===== src/rtl/nx_stream_distributor_buf.sv =====
// nx_stream_distributor_buf
//   Routes each inbound message to one of CHANNELS outbound streams (dist_dir_i),
//   or to all of them (dist_bcast_i), through a per-channel FIFO so that a stalled
//   output does not block traffic to the other outputs.
//
// Ports
//   clk_i, rst_i   clock, asynchronous active-high reset
//   dist_*         inbound valid/ready stream with payload, direction and broadcast flag
//   out_data_o     outbound payloads, channel c at [c*STREAM_WIDTH +: STREAM_WIDTH]
//   out_valid_o    per-channel valid (FIFO not empty)
//   out_ready_i    per-channel ready
//   drop_o         one-cycle pulse after a message with an out-of-range direction is consumed
//   idle_o         all channel FIFOs empty
module nx_stream_distributor_buf #(
   parameter int unsigned STREAM_WIDTH = 32,
   parameter int unsigned CHANNELS     = 4,
   parameter int unsigned DEPTH        = 2,
   parameter int unsigned DIR_WIDTH    = $clog2(CHANNELS)
) (
   input  logic                             clk_i,
   input  logic                             rst_i,
   input  logic [STREAM_WIDTH-1:0]          dist_data_i,
   input  logic [DIR_WIDTH-1:0]             dist_dir_i,
   input  logic                             dist_bcast_i,
   input  logic                             dist_valid_i,
   output logic                             dist_ready_o,
   output logic [CHANNELS*STREAM_WIDTH-1:0] out_data_o,
   output logic [CHANNELS-1:0]              out_valid_o,
   input  logic [CHANNELS-1:0]              out_ready_i,
   output logic                             drop_o,
   output logic                             idle_o
);

   localparam int unsigned PTR_W = $clog2(DEPTH);
   localparam int unsigned OCC_W = PTR_W + 1;
   localparam int unsigned PAD_W = 1 << DIR_WIDTH;

   logic [CHANNELS-1:0] full;
   logic [CHANNELS-1:0] empty;
   logic [CHANNELS-1:0] push;
   logic [CHANNELS-1:0] pop;
   logic [PAD_W-1:0]    full_pad;
   logic                dir_ok;
   logic                accept;
   logic                drop_q;

   // Inbound ready: depends only on dir/bcast and registered full flags, never on out_ready_i.
   always_comb begin
      full_pad     = PAD_W'(full);
      dir_ok       = (32'(dist_dir_i) < CHANNELS);
      dist_ready_o = 1'b1;
      if (dist_bcast_i) begin
         dist_ready_o = ~|full;
      end else if (dir_ok) begin
         dist_ready_o = ~full_pad[dist_dir_i];
      end
   end

   assign accept = dist_valid_i & dist_ready_o;

   // One FIFO per outbound channel; broadcast pushes every channel on the same edge.
   for (genvar c = 0; c < CHANNELS; c++) begin : g_ch
      logic [STREAM_WIDTH-1:0] mem [DEPTH];
      logic [PTR_W-1:0]        wr_ptr;
      logic [PTR_W-1:0]        rd_ptr;
      logic [OCC_W-1:0]        occ;

      assign full[c]        = (occ == OCC_W'(DEPTH));
      assign empty[c]       = (occ == '0);
      assign push[c]        = accept & (dist_bcast_i | (dir_ok & (dist_dir_i == DIR_WIDTH'(c))));
      assign pop[c]         = ~empty[c] & out_ready_i[c];
      assign out_valid_o[c] = ~empty[c];
      assign out_data_o[c*STREAM_WIDTH +: STREAM_WIDTH] = mem[rd_ptr];

      always_ff @(posedge clk_i or posedge rst_i) begin
         if (rst_i) begin
            for (int unsigned i = 0; i < DEPTH; i++) begin
               mem[i] <= '0;
            end
            wr_ptr <= '0;
            rd_ptr <= '0;
            occ    <= '0;
         end else begin
            if (push[c]) begin
               mem[wr_ptr] <= dist_data_i;
               wr_ptr      <= wr_ptr + PTR_W'(1);
            end
            if (pop[c]) begin
               rd_ptr <= rd_ptr + PTR_W'(1);
            end
            occ <= occ + OCC_W'(push[c]) - OCC_W'(pop[c]);
         end
      end
   end

   // Out-of-range direction: consumed without storing, flagged one cycle later.
   always_ff @(posedge clk_i or posedge rst_i) begin
      if (rst_i) begin
         drop_q <= 1'b0;
      end else begin
         drop_q <= accept & ~dist_bcast_i & ~dir_ok;
      end
   end

   assign drop_o = drop_q;
   assign idle_o = &empty;

endmodule


===== config.mk =====
export PLATFORM = sky130hd
export DESIGN_NAME = nx_stream_distributor_buf
export DESIGN_NICKNAME = d
export VERILOG_FILES = /design/src/rtl/nx_stream_distributor_buf.sv
export SDC_FILE = /design/constraint.sdc
export NUM_CORES = 1
export LEC_CHECK = 0
export CORE_AREA = 5 5 165 167
export CTS_CLUSTER_DIAMETER = 60
export CTS_CLUSTER_SIZE = 30
export DETAILED_ROUTE_END_ITERATION = 10
export DIE_AREA = 0 0 170 172
export GPL_TIMING_DRIVEN = 0
export PLACE_DENSITY = 0.77
export SYNTH_ARGS = -nofsm -noshare
export SYNTH_HDL_FRONTEND = slang
export SYNTH_SLANG_ARGS = --single-unit
export TNS_END_PERCENT = 30

===== constraint.sdc =====
create_clock -name clk_i -period 8.2 [get_ports clk_i]
set_input_delay 1.23 -clock clk_i [delete_from_list [all_inputs] [get_ports clk_i]]
set_output_delay 1.23 -clock clk_i [all_outputs]
set_load 0.05 [all_outputs]

==> results of run 1 <==
-- critical path: stages --
cell	delay, ns
clkdlybuf4s50_1	0.50
and4b_1	0.23
a31oi_2	0.25
nand2_1	0.09
a211oi_1	0.27
clkdlybuf4s50_1	0.85
-- flip-flops by register name, summed over array words and instances (netlist names) --
signal,cells
g_ch.mem,256
g_ch.occ,8
g_ch.rd_ptr,4
g_ch.wr_ptr,4
-- layer usage --
| metal | global-route usage, % | share of wire, % | up-vias |
|---|---|---|---|
| li1 | - | - | 3186 |
| met1 | 25.9 | 44 | 3661 |
| met2 | 32.5 | 49 | 139 |
| met3 | 3.70 | 4.8 | 30 |
| met4 | 3.61 | 1.6 | 0 |
| met5 | 0 | 0 | - |
-- layout make-up --
cell class              instances  area, sq um
flip-flops and latches        272         6810
inverters                      10         41.3
repair buffers                183         1910
fillers                      1970        10100
clock inverters                17          231
plain buffers                  46          279
clock buffers                  23          576
well taps                     335          419
multi-input cells             450         5200
-- stage by stage --
step,util (%),setup slack (ns),instances,instance area [sq um]
6_report,60.4,3.55,1336,15500
5_1_grt,60.4,3.44,1336,15500
4_1_cts,60.4,3.51,1336,15500
3_5_place_dp,57.2,3.50,1296,14700
3_3_place_gp,56.6,1.43,1288,14500
2_1_floorplan,-,3.37,778,12300
-- cells in the mapped netlist (4+ instances only) --
master    number  area [sq um]
and2_1         5          31.3
inv_1         10          37.5
buf_2         13          65.1
mux2_1        25           282
or2_2          4          25.0
mux2_2       269          3030
clkbuf_1      18          67.6
ha_1           8           100
nor2_1         7          26.3
mux2_4        90          1350
buf_6          9           101
xor2_1         8          70.1
buf_4          6          45.0
xnor2_1        8          70.1
dfrtp_1      272          6810
-- worst min path at each step --
stage | depth (start not counted) | slack, ns | to
after floorplan | 1 | 0.45 | g_ch[1].mem[1]
after global placement | 1 | 0.46 | g_ch[1].mem[10]
after detailed placement | 1 | 0.47 | g_ch[1].mem[9]
after CTS | 1 | 0.49 | g_ch[1].wr_ptr
after global routing | 1 | 0.50 | g_ch[2].mem[43]
final | 1 | 0.49 | g_ch[1].mem[63]
-- cell families after synthesis --
logic type	share of synthesized area (%)
AND/OR/NAND/NOR	1.70
buffers and inverters	2.57
AO/OA/AOI/OAI	0.711
flip-flops	55.2
multiplexers	37.8
other	0.0304
XOR/XNOR	1.14
adder cells (fa/ha/maj)	0.812
==> flow_results.org, run 1 <==
** Yosys
- Post-synthesis net count :: 828
- For this run, the leading register cell type out of synthesis is dfrtp_1.
- Yosys printed 0 warnings.
- After synthesis, the share of flip-flops with an asynchronous set or reset is 100%.
- After technology mapping, the gate count stands at just under 800.
- The number of different library cells used by synthesis comes to 32.
- Synthesized area divided by synthesized cell count :: 15.8 sq um
- Proportion of synthesized chip area in sequential cells :: a little under three fifths
- After synthesis the cells add up to 12300 sq um.
- Register bit count reported by yosys :: 272
- In this run, synthesis inferred 0 flip-flops with an integrated enable.

** Floorplanning
- I/O pin cnt :: 177
- The core region is between 20000 and 30000 sq um.
- Measured along the x axis, the die boundary spans between 150 and 200 um.
- Chip height :: 172 um
- The die covers around 29000 sq um.
- Site Rows :: 59
- Once the floorplan was initialized, standard cells occupied 48.1% of the core.

** Global route
- Total routing resource utilization after global routing :: 19.1%
- Antenna violations before repair :: 0
- Number of global-route vias before repair :: between 7k and 8k
- Overflow left after global routing :: 0
- Largest net degree at the start of global routing :: 44
- The first global-routing pass estimated between 40000 and 50000 um of wire.

** Worst setup path
- Arr. time, crit path :: between 3 and 4 ns
- Critical path startpoint :: dist_dir_i[1]
- The setup path with the least slack is of type input port to output port.
- Critical path capture point :: dist_ready_o
- The startpoint identified for the worst register-to-register timing path is g_ch[3].occ[1].
- For the worst setup path, the data required time is 6.97 ns.
- Worst Reg-to-Reg Cells :: 6
- The endpoint identified for the worst register-to-register timing path is g_ch[3].mem[60].
- R2R Setup Slk :: about 5.7 ns
- STA classifies the critical path endpoint as an output port.
- Biggest fanout along the worst timing path :: 5
- Kind of launch point of the worst setup path :: input port

** Cells and area
- 0 antenna diodes ended up in the layout.
- Area growth, synth to finish :: 25.5%
- Most used cells in the layout excluding fill and tap cells :: dfrtp_1, mux2_2, clkdlybuf4s50_1, mux2_4, mux2_1
- The library cell used most frequently in the layout, excluding fill and tap cells, is dfrtp_1.
- Proportion of layout cells with a drive suffix above 1 :: 44.6%
- For this run, the post-layout net count is 1035.

** Routing
- DR vias/cell :: 5.25
- For this block, the routed nets add up to 28000 um of wire.
- After detailed routing, the average wire length per cell comes to 21.0 um.
- Total via count in the routed design :: 7016
- Number of antenna-violating nets in the routed design :: 0
- Post-route DRC :: 0
- The first TritonRoute pass finished after 4 iterations.
- DRC violation total after the first TritonRoute iteration :: 353

** Place
- Input and output buffers added on the ports amount to roughly 180.
- At the end of routability-driven placement, the weighted congestion stood at 0.709.
- The wire-length estimate of the detail-placed layout is 19200 um.

** Status
- The run finished with clean final reports.

** STA
- Min Clock Period, post-route :: roughly 4.6 ns
- Setup violations remaining at the end of the flow were counted as 0.
- Final-report hold violation count :: 0
- Slew Limit Fails :: 0
- Worst setup skew after layout :: between 0.02 and 0.025 ns
- Setup repair after global routing left no endpoint under its margin.
- The final critical path takes up roughly 57% of the cycle.
- Measured against its own limit, the worst slew margin works out to 42.8%.
- Final hold analysis gives a worst-case slack of 0.489 ns.
- Post-Route Setup TNS :: 0 ns
- At the pin with the least slew margin, the transition time is 0.858 ns.
- Based on the critical path, the design can be clocked at up to 215 MHz.

** Clocking
- Number of buffers added by the clock tree synthesis step :: 22
- TritonCTS built the clock tree.
- CTS Root Cell :: clkbuf_16
- Post_cts resized :: 0
- Clock tree sinks :: 272
- Clock latency on the worst-skew pair, taken at its later pin, is 0.52 ns.
- Post-CTS setup-driven buffer insertion count :: 0
- After clock tree synthesis, the clock-pin slew on the worst setup and hold paths is 0.08 ns.
- Maximum level of the CTS H-tree :: 1
- Maximum count of clock buffers along a single path :: 3
- In this run, post-CTS hold repair placed 0 buffers.

** Hold path
- In this run the most critical hold path is launched from g_ch[1].mem[63].
- In this run the worst hold path is classified as register to register.

** Flow run
- The tool flagged a number of max-cap violations equal to 0.
Power of run 1 is left out: the tool's default activity adds up to more than one toggle a clock period on the data nets, which glitch-free logic cannot reach.
==> run 2: changes to the inputs <==
- CORE_AREA: 5 5 165 167 -> 5 5 164 166
- DIE_AREA: 0 0 170 172 -> 0 0 169 171
- PLACE_DENSITY: 0.77 -> 0.75
- clock period: 8.2 -> 4.4 ns (I/O delays scaled with it)
==> run 2 against run 1 <==
Critical path depth fell by 2. Global-route usage rose by 0.34 points. Flip-flop and latch count did not move. Utilization fell by 0.16 points. Die area fell by 1.2%. Routed wire length fell by 0.31%. Worst hold slack got worse by 0.0039 ns. Clock skew fell by 0.0048 ns. Non-clock buffer count fell by 1. First-iteration DRC count fell by 16%. Register-to-register slack got worse by 3.8 ns. Critical endpoint is now out_data_o[5].
==> flow_results.org, run 2 (synthesis results as in run 1) <==
** Hold path
- In this run the worst hold path is classified as register to register.

** Place
- Detailed placement finished with a half-perimeter wire length of 19100 um.
- Input and output buffers added on the ports amount to 175.
- The congestion estimate from routability-driven global placement came to 0.761.
- Post-Place Setup Slack :: 0.829 ns

** Routing
- Once detail routing completed, the nets flagged for antenna violations numbered 0.
- Post-route DRC :: 0
- For this block, the initial DRC count from the detailed router was 297.
- For this block, the routed nets add up to ~28000 um of wire.
- Total via count in the routed design :: 6972
- Dividing the detail-routed wire length by the instance count gives 21.0 um.
- After detailed routing, the number of vias per cell comes to 5.24.
- Before antenna repair, the detailed router went through 4 iterations.

** Floorplanning
- Floorplan die area :: 28900 sq um
- Site Rows :: 59
- From bottom edge to top edge, the die measures roughly 170 um.
- For this design the top-level I/O count stands at roughly 180.
- The core region is 25500 sq um.
- Starting density of the core :: 48.4%
- Die extent in x :: 169 um

** Worst setup path
- Cell family with most CP delay :: buffers and inverters
- STA classifies the critical path endpoint as an output port.
- The largest single stage delay on the critical path is slightly above 0.7 ns.
- Among all stages on the critical path, the largest delay is contributed by clkbuf_1.
- Classification of the worst setup path :: register to output port
- Critical Path, Cell by Cell :: clkbuf_1 > clkbuf_1 > mux2_2 > clkdlybuf4s50_1
- Counting both buffers and inverters, the worst setup path holds a total of 3.
- Dominant cell type by count on the critical path :: clkbuf_1
- The worst setup path is launched from a register.
- Data required time at the worst endpoint :: 3.74 ns
- STA puts the critical path data arrival time at 3.09 ns.
- Biggest fanout along the worst timing path :: 10

** STA
- Worst setup skew after layout :: 0.0184 ns
- At the pin with the least slew margin, the transition time is 0.885 ns.
- The final count of pins violating max slew was 0.
- Setup repair after global routing missed its margin :: false
- Measured against its own limit, the worst slew margin works out to between 40% and 50%.
- Final critical-path setup slack :: 0.649 ns
- The worst path needs 3.75 ns of the cycle, external delays included.
- Static timing analysis puts the maximum clock frequency at 267 MHz.
- The number of failing hold endpoints at the final stage is 0.
- The final critical path takes up 85.2% of the cycle.
- Setup violations remaining at the end of the flow were counted as 0.

** Clocking
- CTS tree :: yes
- After clock tree synthesis, the clock-pin slew on the worst setup and hold paths is 0.07 ns.
- The clock passes through at most 3 buffers.
- Clock latency reported for the late side of the worst-skew pair :: 0.51 ns
- Post-CTS setup-driven buffer insertion count :: 0
- Maximum level of the CTS H-tree :: 1
- Number of buffers inserted by hold repair at cts :: 0
- Gates resized during post-CTS repair numbered 0.
- Number of buffers added by the clock tree synthesis step :: 21
- Clock tree synthesis found a total of 272 sinks.
- The tree is rooted in a clkbuf_16.

** Cells and area
- The net count of the finished layout is 1033.
- Filler cell count in the final layout :: 2009
- The post-route netlist has between 40 and 50% of its cells at a drive strength greater than 1.
- 0 antenna diodes ended up in the layout.
- The register with the most flip-flops in the layout has approximately 260 of them.
- From synthesis to final layout, the design area changed by 24.4%.
- The largest registers in the layout are g_ch.mem (256), g_ch.occ (8).
- The library cells used most frequently in the layout, excluding fill and tap cells, are dfrtp_1, mux2_2, clkdlybuf4s50_1, mux2_4, mux2_1.
- Leaving out fill and tap cells, the most frequent cell in the layout is dfrtp_1.
- Most flop-heavy register :: g_ch.mem

** Global route
- Overflow left after global routing :: 0
- Wire length of the first global-routing pass :: 44100 um
- The via count of the first global-routing pass was about 7.5k.
- Total routing resource utilization after global routing :: 19.4%
- Entering global routing, the biggest net connects 43 pins.
- Antenna violations before repair :: 0

** Flow run
- Max Cap Viol :: 0

** Status
- The flow ran to the end, and the final reports show no timing, DRC or antenna violations.
==> run 2: cell count changes in the layout (fill, tap and decap cells not counted), sizes merged <==
cell | previous run | this run
inv | 20 | 15
buf | 36 | 35
clkbuf | 41 | 42
bufinv | 1 | 0
==> run 2: final timing paths <==
check                      slack (ns)               to  cells after the start      startpoint
max                              0.65    out_data_o[5]                      4  g_ch[0].rd_ptr
min                              0.49   g_ch[1].mem[2]                      1  g_ch[1].mem[2]
max reg2reg                      1.95  g_ch[3].mem[51]                      6  g_ch[3].occ[1]
min reg2reg                      0.49   g_ch[1].mem[2]                      1  g_ch[1].mem[2]
max in group asynchronous        2.41  g_ch[3].mem[17]                      6           rst_i
min in group asynchronous        0.66   g_ch[0].mem[2]                      2           rst_i
==> run 2: layer usage <==
layer | routed length, um | GRT usage, % | up-vias
li1 | - | - | 3166
met1 | 13100 | 27.7 | 3633
met2 | 13100 | 31.6 | 136
met3 | 1160 | 3.17 | 37
met4 | 593 | 4.52 | 0
met5 | 0 | 0 | -
==> run 2: stage by stage <==
step | hold slack, ns | instance area (sq um) | TNS (ns) | cells | utilization [%]
detailed placement | 0.471 | 14600 | 0 | 1295 | 57.5
CTS | 0.488 | 15300 | 0 | 1330 | 60.2
finish | 0.485 | 15300 | 0 | 1330 | 60.2
global route | 0.506 | 15300 | 0 | 1330 | 60.2
global placement | 0.461 | 14500 | -494.72 | 1288 | 56.9
floorplan | 0.452 | 12300 | 0 | 778 | -
==> run 2: final cells by class <==
cell class                 instances  area, sq um  area share (%)
buffer                            46          279            1.82
clock buffer                      24          557            3.63
clock inverter                    11          141           0.922
inverter                          10         41.3           0.269
multi-input combinational        450         5200            33.9
sequential                       272         6810            44.4
tap                              335          419            2.73
timing repair buffer             182         1890            12.3
Power of run 2 is left out for the same reason.
